$ cat src/rtl/vram_scheduler.sv
`default_nettype none
// ============================================================================
// vram_scheduler : frame sequencer sharing the tile/sprite RAM between the
//                  display fetch and two writer clients.  Revision 1.0
// ============================================================================
module vram_scheduler #(
   parameter int ADDR_W = 12,
   parameter int DATA_W = 8,
   parameter int WINDOW = 68000
) (
   input  logic              clock_50,
   input  logic              reset_n,
   input  logic              sof,
   input  logic              eof,
   input  logic [ADDR_W-1:0] disp_addr,
   output logic [DATA_W-1:0] disp_rdata,
   output logic              disp_rvalid,
   input  logic              req0,
   input  logic              req1,
   input  logic [ADDR_W-1:0] addr0,
   input  logic [ADDR_W-1:0] addr1,
   input  logic [DATA_W-1:0] wdata0,
   input  logic [DATA_W-1:0] wdata1,
   input  logic              we0,
   input  logic              we1,
   output logic              gnt0,
   output logic              gnt1,
   output logic              rvalid0,
   output logic              rvalid1,
   output logic [DATA_W-1:0] cl_rdata,
   output logic [ADDR_W-1:0] mem_addr,
   output logic [DATA_W-1:0] mem_wdata,
   output logic              mem_we,
   input  logic [DATA_W-1:0] mem_rdata,
   output logic              frame_tick,
   output logic [15:0]       frame_count,
   output logic              overrun,
   input  logic              overrun_clr
);

   localparam int               CNT_W    = $clog2(WINDOW + 1);
   localparam logic [CNT_W-1:0] WIN_LAST = CNT_W'(WINDOW - 1);

   typedef enum logic [1:0] {
      DISPLAY = 2'd0,
      TICK    = 2'd1,
      UPDATE  = 2'd2,
      CLOSE   = 2'd3
   } state_t;

   state_t           state;
   logic             last;
   logic [CNT_W-1:0] win_cnt;
   logic             grant_ok;
   logic             any_req;
   logic             pick0;
   logic             pick1;

   // An incoming sof closes the window immediately, so it also vetoes this cycle's grant.
   always_comb begin
      grant_ok  = (state == UPDATE) && !sof;
      any_req   = req0 | req1;
      pick0     = req0 && (!req1 || last);
      pick1     = req1 && (!req0 || !last);
      gnt0      = grant_ok && pick0;
      gnt1      = grant_ok && pick1;
      mem_addr  = disp_addr;
      mem_wdata = '0;
      mem_we    = 1'b0;
      if (gnt0) begin
         mem_addr  = addr0;
         mem_wdata = wdata0;
         mem_we    = we0;
      end else if (gnt1) begin
         mem_addr  = addr1;
         mem_wdata = wdata1;
         mem_we    = we1;
      end
   end

   assign disp_rdata = mem_rdata;
   assign cl_rdata   = mem_rdata;

   always_ff @(posedge clock_50 or negedge reset_n) begin
      if (!reset_n) begin
         state       <= DISPLAY;
         last        <= 1'b1;
         win_cnt     <= '0;
         frame_tick  <= 1'b0;
         frame_count <= 16'd0;
         overrun     <= 1'b0;
         disp_rvalid <= 1'b0;
         rvalid0     <= 1'b0;
         rvalid1     <= 1'b0;
      end else begin
         disp_rvalid <= (state == DISPLAY) || (state == TICK);
         rvalid0     <= gnt0 && !we0;
         rvalid1     <= gnt1 && !we1;
         frame_tick  <= 1'b0;
         frame_count <= frame_count + {15'd0, state == TICK};
         if (gnt0) begin
            last <= 1'b0;
         end else if (gnt1) begin
            last <= 1'b1;
         end
         // A set from the state logic below overrides this clear.
         if (overrun_clr) begin
            overrun <= 1'b0;
         end
         case (state)
            DISPLAY: begin
               if (eof) begin
                  state      <= TICK;
                  frame_tick <= 1'b1;
               end
            end
            TICK: begin
               win_cnt <= '0;
               state   <= UPDATE;
            end
            UPDATE: begin
               win_cnt <= win_cnt + CNT_W'(1);
               if (sof) begin
                  state <= DISPLAY;
                  if (any_req) begin
                     overrun <= 1'b1;
                  end
               end else if (win_cnt == WIN_LAST) begin
                  state <= CLOSE;
               end
            end
            CLOSE: begin
               state <= DISPLAY;
               if (any_req) begin
                  overrun <= 1'b1;
               end
            end
            default: state <= DISPLAY;
         endcase
      end
   end

endmodule
`default_nettype wire

$ cat config.mk
export PLATFORM = sky130hd
export DESIGN_NAME = vram_scheduler
export DESIGN_NICKNAME = d
export VERILOG_FILES = /design/src/rtl/vram_scheduler.sv
export SDC_FILE = /design/constraint.sdc
export NUM_CORES = 1
export LEC_CHECK = 0
export ABC_CLOCK_PERIOD_IN_PS = 3100
export BUFFER_PORTS_ARGS = -buffer_cell sky130_fd_sc_hd__buf_2
export CAP_MARGIN = 20
export CORE_MARGIN = 2
export CORE_UTILIZATION = 46
export DETAILED_ROUTE_END_ITERATION = 8
export PLACE_DENSITY = 0.9
export SYNTH_ARGS = -nofsm -noshare
export SYNTH_HDL_FRONTEND = slang
export SYNTH_SLANG_ARGS = --single-unit
$ cat constraint.sdc
create_clock -name clock_50 -period 3.1 [get_ports clock_50]
set_clock_uncertainty 0.2 [all_clocks]
set_input_delay 0.62 -clock clock_50 [delete_from_list [all_inputs] [get_ports clock_50]]
set_output_delay 0.62 -clock clock_50 [all_outputs]
set_load 0.05 [all_outputs]
Yosys cells after proc, flatten, opt, wreduce, memory -nomap -nowiden
Index checks and enable logic that the tools add are counted.

word-level totals
  flip-flop bits (word level) = 41
  input bits = 69
  output and inout bits = 60
  word-level logic and storage cells = 57

cells by class
  $add $sub $neg = 2
  equality and inequality tests = 6
  muxes and demuxes = 19
  bitwise logic cells = 1
  reductions and logical operators = 20

operators with widths
  cell                                                 number
  one-hot mux 17 bit (2 select lines)                  1
  two-way mux 12 bit                                   2
  adder 17 x 1 -> 17 bit, second input constant        1
  equality test 17 bit, second input constant          1
  adder 16 x 1 -> 16 bit                               1
  two-way mux 8 bit                                    2
  two-way mux 1 bit                                    9
  one-hot mux 2 bit (4 select lines)                   1
  logical AND 1 bit                                    7
  zero test 1 bit                                      6
  two-way mux 2 bit                                    3
  equality test 2 bit, second input constant           2
  nonzero test 2 bit                                   2
  logical OR 1 bit                                     3
  != test 3 x 2 -> 1 bit, second input constant        1
  equality test 2 x 1 -> 1 bit, second input constant  1
  zero test 2 bit                                      1
  != test 2 bit, second input constant                 1
  one-hot mux 1 bit (2 select lines)                   1
  AND reduction 2 bit                                  1
  OR 1 bit                                             1

Logic depth before layout (Yosys ltp)
  word-level depth = 6
  depth in mapped cells = 9
  mapped depth without buffers = 7

Worst setup path after synthesis
OpenSTA, ideal clock, no wires.

  kind = flip-flop to output port
  start point = register state[0]
  end point = output mem_wdata[0]
  data arrival time = 2.115 ns
  data required time = 2.280 ns
  setup slack = 0.165 ns
  stages on the path, launching flop included = 9
  buffers on the path = 2
  cells stage by stage = dfrtp_1 > inv_1 > ha_1 > buf_6 > nor2b_4 > nand2_1 > a21oi_2 > buf_2 > a22o_1

between the ends
  elaborated cells between the ends (all ways) = 6
  those cells by class = eq/ne: 1; mux: 2; reduce/logical: 3

RTL lines
  item                    line  text
  start, declared         51    state_t state;
  start signal, assigned  86    state <= DISPLAY;
  start signal, assigned  113   state <= TICK;
  start signal, assigned  119   state <= UPDATE;
  equality test 2 bit     61    grant_ok = (state == UPDATE) && !sof;
  logical AND 1 bit       61
  logical AND 1 bit       65    gnt0 = grant_ok && pick0;
  net gnt0                26    output logic gnt0,
  two-way mux 8 bit       70    if (gnt0) begin
  end, declared           32    output logic [DATA_W-1:0] mem_wdata,

The timed path passes the listed nets, and every way through them passes these cells.

Final worst setup path
  start point = register state[0]
  end point = output mem_addr[9]

between the ends
  word-level cells in the longest chain between the ends = 5
  elaborated cells between the ends (all ways) = 6
  those cells by class = eq/ne: 1; mux: 2; reduce/logical: 3

ends and longest elaborated chain
  item                     line  text
  equality test 2 bit (*)  61
  logical AND 1 bit (*)    61
  logical AND 1 bit        66    gnt1 = grant_ok && pick1;
  two-way mux 12 bit       74    end else if (gnt1) begin
  two-way mux 12 bit (*)   70
  end, declared            31    output logic [ADDR_W-1:0] mem_addr,

Mark *: on every way between the ends. The rest lies on a longest branch, timed or not.

==> results.md <==
* DRT Pass-1 Iters at 4
* Switching power share of the total at 0.451
* HPWL Detailed at 4550 um
* Area Overhead vs Synth at 26.7%
* Yosys cell types at 41
* Slew at the pin closest to its max-slew limit at 874 ps
* Synth top area cells: dfrtp_1 (39%), mux2_4 (11%), xnor2_1 (5.8%)
* Clock root buffer: clkbuf_8
* Routing usage on met1 at 0.275
* Reg-to-Reg Start: state[1]
* PwrDens at 621 mW/mm2
* Critical-path top delay cell: dfrtp_1
* Placed Instances at 396
* Fin. max-slew vios at 0
* NetSw at 909 uW
* Die width at 78.6 um
* Worst Setup End Kind: output pin
* Ant diodes at 0
* Clock latency on the worst-skew pair at 290 ps
* Share of layout cells above drive strength 1 at 0.456
* Cell area after layout at 0.00324 mm2
* Vias per cell at ~5.3
* Clock transition at path regs at 80 ps
* Residual DRC at 0
* Reg area at around 0.001 mm2
* Max incr delay on CP at 390 ps
* Num CTS Buffers at 5
* Met2 usage at 0.305
* CTS Hold Bufs at 0
* Commonest non-fill, non-tap cell in the layout: buf_2
* Clk pwr share at 0.164
* DR iter-0 viols at 125
* Seq/Total Area, Yosys at 0.401
* Mean Syn Cell Area at 10.6 um2
* Worst hold path type: in -> async
* Register bit count reported by yosys at 41
* Most frequent cells in the layout: buf_2 (93), dfrtp_1 (40), mux2_4 (20)
* Combinational share of power at 0.488
* Worst rel slew slack at 0.417
* Nets at around 420
* Critical Path RT at around 2300 ps
* Drt total wl at 6320 um
* Setup WS pre-CTS at 165 ps
* Max IR drop VDD at around 480 uV
* Status: finished, final reports clean
* Internal power at roughly 1100 uW
* Leakage at 0.00163 uW
* Core area at 0.00544 mm2
* CTS tree: done
* Most common cell on crit path: mux2_4
* Crit path setup slack, layout at roughly 34 ps
* Final setup vio count at 0
* CP startpoint kind: flop
* Top FF cell, synth: dfrtp_1
* Global placement routability congestion at about 0.85
* Cells after Synth at around 240
* Num rows at 27
* Hold Vio Cnt, Final at 0
* Synth Cell Area at 0.00256 mm2
* Clock Sinks at 41
* Period utilisation layout at 0.989
* Final std cells w/o fill at 412
* Max-Cap Viols at 0
* Total Routing Usage GR at 0.194
* Via count at 2182
* Placed Instance Area at 0.00301 mm2
* EDFF count, synth at 0
* Total Die Area at 0.00618 mm2
* Clock Tree Buf Depth at 2
* Met3 Usage GRT at 0.0356
* Largest net degree at the start of global routing at 42
* Arr. time, crit path at 2250 ps
* Setup Crit Path Kind: reg -> out
* Htree depth at 2
* Fill count at 441
* Seq pwr share at 0.348
* Multi-input logic area at 0.00133 mm2
* Ys async rst share at 1.00
* Number of I/O pins at 129
* Routed Antenna Nets at 0
* Synth Warn # at 0
* GR peak layer: met2
* Initial antenna violation count at 0
* Number of global-route vias before repair at about 2100
* Worst path cell trace: inv_2 > ha_4 > nor2b_4 > nand3_4 > inv_8 > mux2_4 > mux2_4 > buf_4
* Fmax at ~330 MHz
* Cell taking the most area after synthesis: dfrtp_1
* Min Tclk post-route at 3070 ps
* Critical Path Fanout Max at 6
* Die height at approximately 79 um
* Syn nets at roughly 320
* Drt wl/cell at 15.3 um
* Starting Density at 0.471
* First-pass GRT wire length at 9580 um
* GRT overflow at 0
* Critical Path Source: state[0]
* Number of buffers added on ports at 104
* Top cell type's share of synthesized area at 0.391
power by group through the flow:
stage | clock network [uW] | registers, uW | logic, uW
6_report | 330 | 701 | 983
5_1_grt | 362 | 714 | 1050
4_1_cts | 333 | 697 | 926
3_5_place_dp | 0 | 709 | 895
3_3_place_gp | 0 | 703 | 872
2_1_floorplan | 0 | 882 | 559
critical path: cells and delay by family (launching register included):
family,cells,cell delay (ps)
fa+ha+maj,1,140
buf+inv,3,450
mux,2,580
flops,1,390
simple gates,2,400
metrics by stage:
| step | hold slack (ps) | total power [uW] | utilization | TNS (ps) |
|---|---|---|---|---|
| finish | 242 | 2010 | 0.597 | 0 |
| global route | 291 | 2130 | 0.597 | -298 |
| CTS | 275 | 1960 | 0.578 | 0 |
| detailed placement | 277 | 1600 | 0.554 | 0 |
| global placement | 253 | 1570 | 0.554 | 0 |
| floorplan | 124 | 1440 | - | 0 |
Yosys cell counts, types with 2 or more instances:
master / instances
dfrtp_1: 40
mux2_4: 18
nand2_1: 17
xnor2_1: 17
buf_4: 16
nor2_1: 16
a22o_1: 12
nand4_1: 10
nand3_1: 9
ha_1: 8
inv_1: 8
nor4_1: 7
o21ai_0: 7
a21oi_1: 6
mux2_2: 6
xor2_1: 6
nor3_1: 4
and3_1: 3
buf_2: 3
nand2b_1: 3
or3_1: 3
buf_6: 2
nand4_2: 2
nor4bb_1: 2
per-layer routing:
metal / routed length (um) / up-vias
li1: - / 1037
met1: 2760 / 1080
met2: 3250 / 58
met3: 241 / 7
met4: 62 / 0
met5: 0 / -
final cells by class:
cell class / count / share of cell area
multi-input cells: 168 / 0.410
flip-flops and latches: 41 / 0.317
repair buffers: 112 / 0.202
well taps: 72 / 0.0278
clock buffers: 6 / 0.0224
inverters: 9 / 0.0127
repair inverters: 2 / 0.00540
clock inverters: 2 / 0.00309
cell families (layout without fill, tap and decap cells):
family / count (synthesis) / in the layout / synth area share
muxes: 25 / 25 / 0.136
buffers and inverters: 33 / 131 / 0.0870
AOI/OAI and AO/OA: 30 / 30 / 0.0806
adders and majority gates: 8 / 8 / 0.0391
and+or+nand+nor: 82 / 82 / 0.178
xor gates and xnor gates: 23 / 23 / 0.0787
DFF: 41 / 41 / 0.401
sequential cells by signal, indices dropped and copies added (netlist names):
| register | count |
|---|---|
| overrun | 1 |
| disp_rvalid | 1 |
| rvalid0 | 1 |
| state | 2 |
| win_cnt | 17 |
| last | 1 |
| frame_count | 16 |
| frame_tick | 1 |
| rvalid1 | 1 |
what timing repair did:
| item | 4_1_cts | 5_1_grt |
|---|---|---|
| setup buffers | 3 | 3 |
| gates cloned | 2 | 0 |
| endpoints found under the setup margin | 12 | 12 |
| gates resized for setup | 7 | 31 |
| pin swaps | 1 | 1 |
worst paths after layout:
path | cells past startpoint | to | slack (ps)
worst min-delay path | 1 | frame_count[6] | 240
max in group asynchronous | 1 | win_cnt[7] | 1910
worst max-delay path | 8 | mem_addr[9] | 30
min in group clock_50 | 1 | frame_count[15] | 280
worst min register to register | 1 | frame_count[15] | 280
worst max register to register | 6 | win_cnt[15] | 770
No activity file was read; power rests on OpenSTA's default activity.
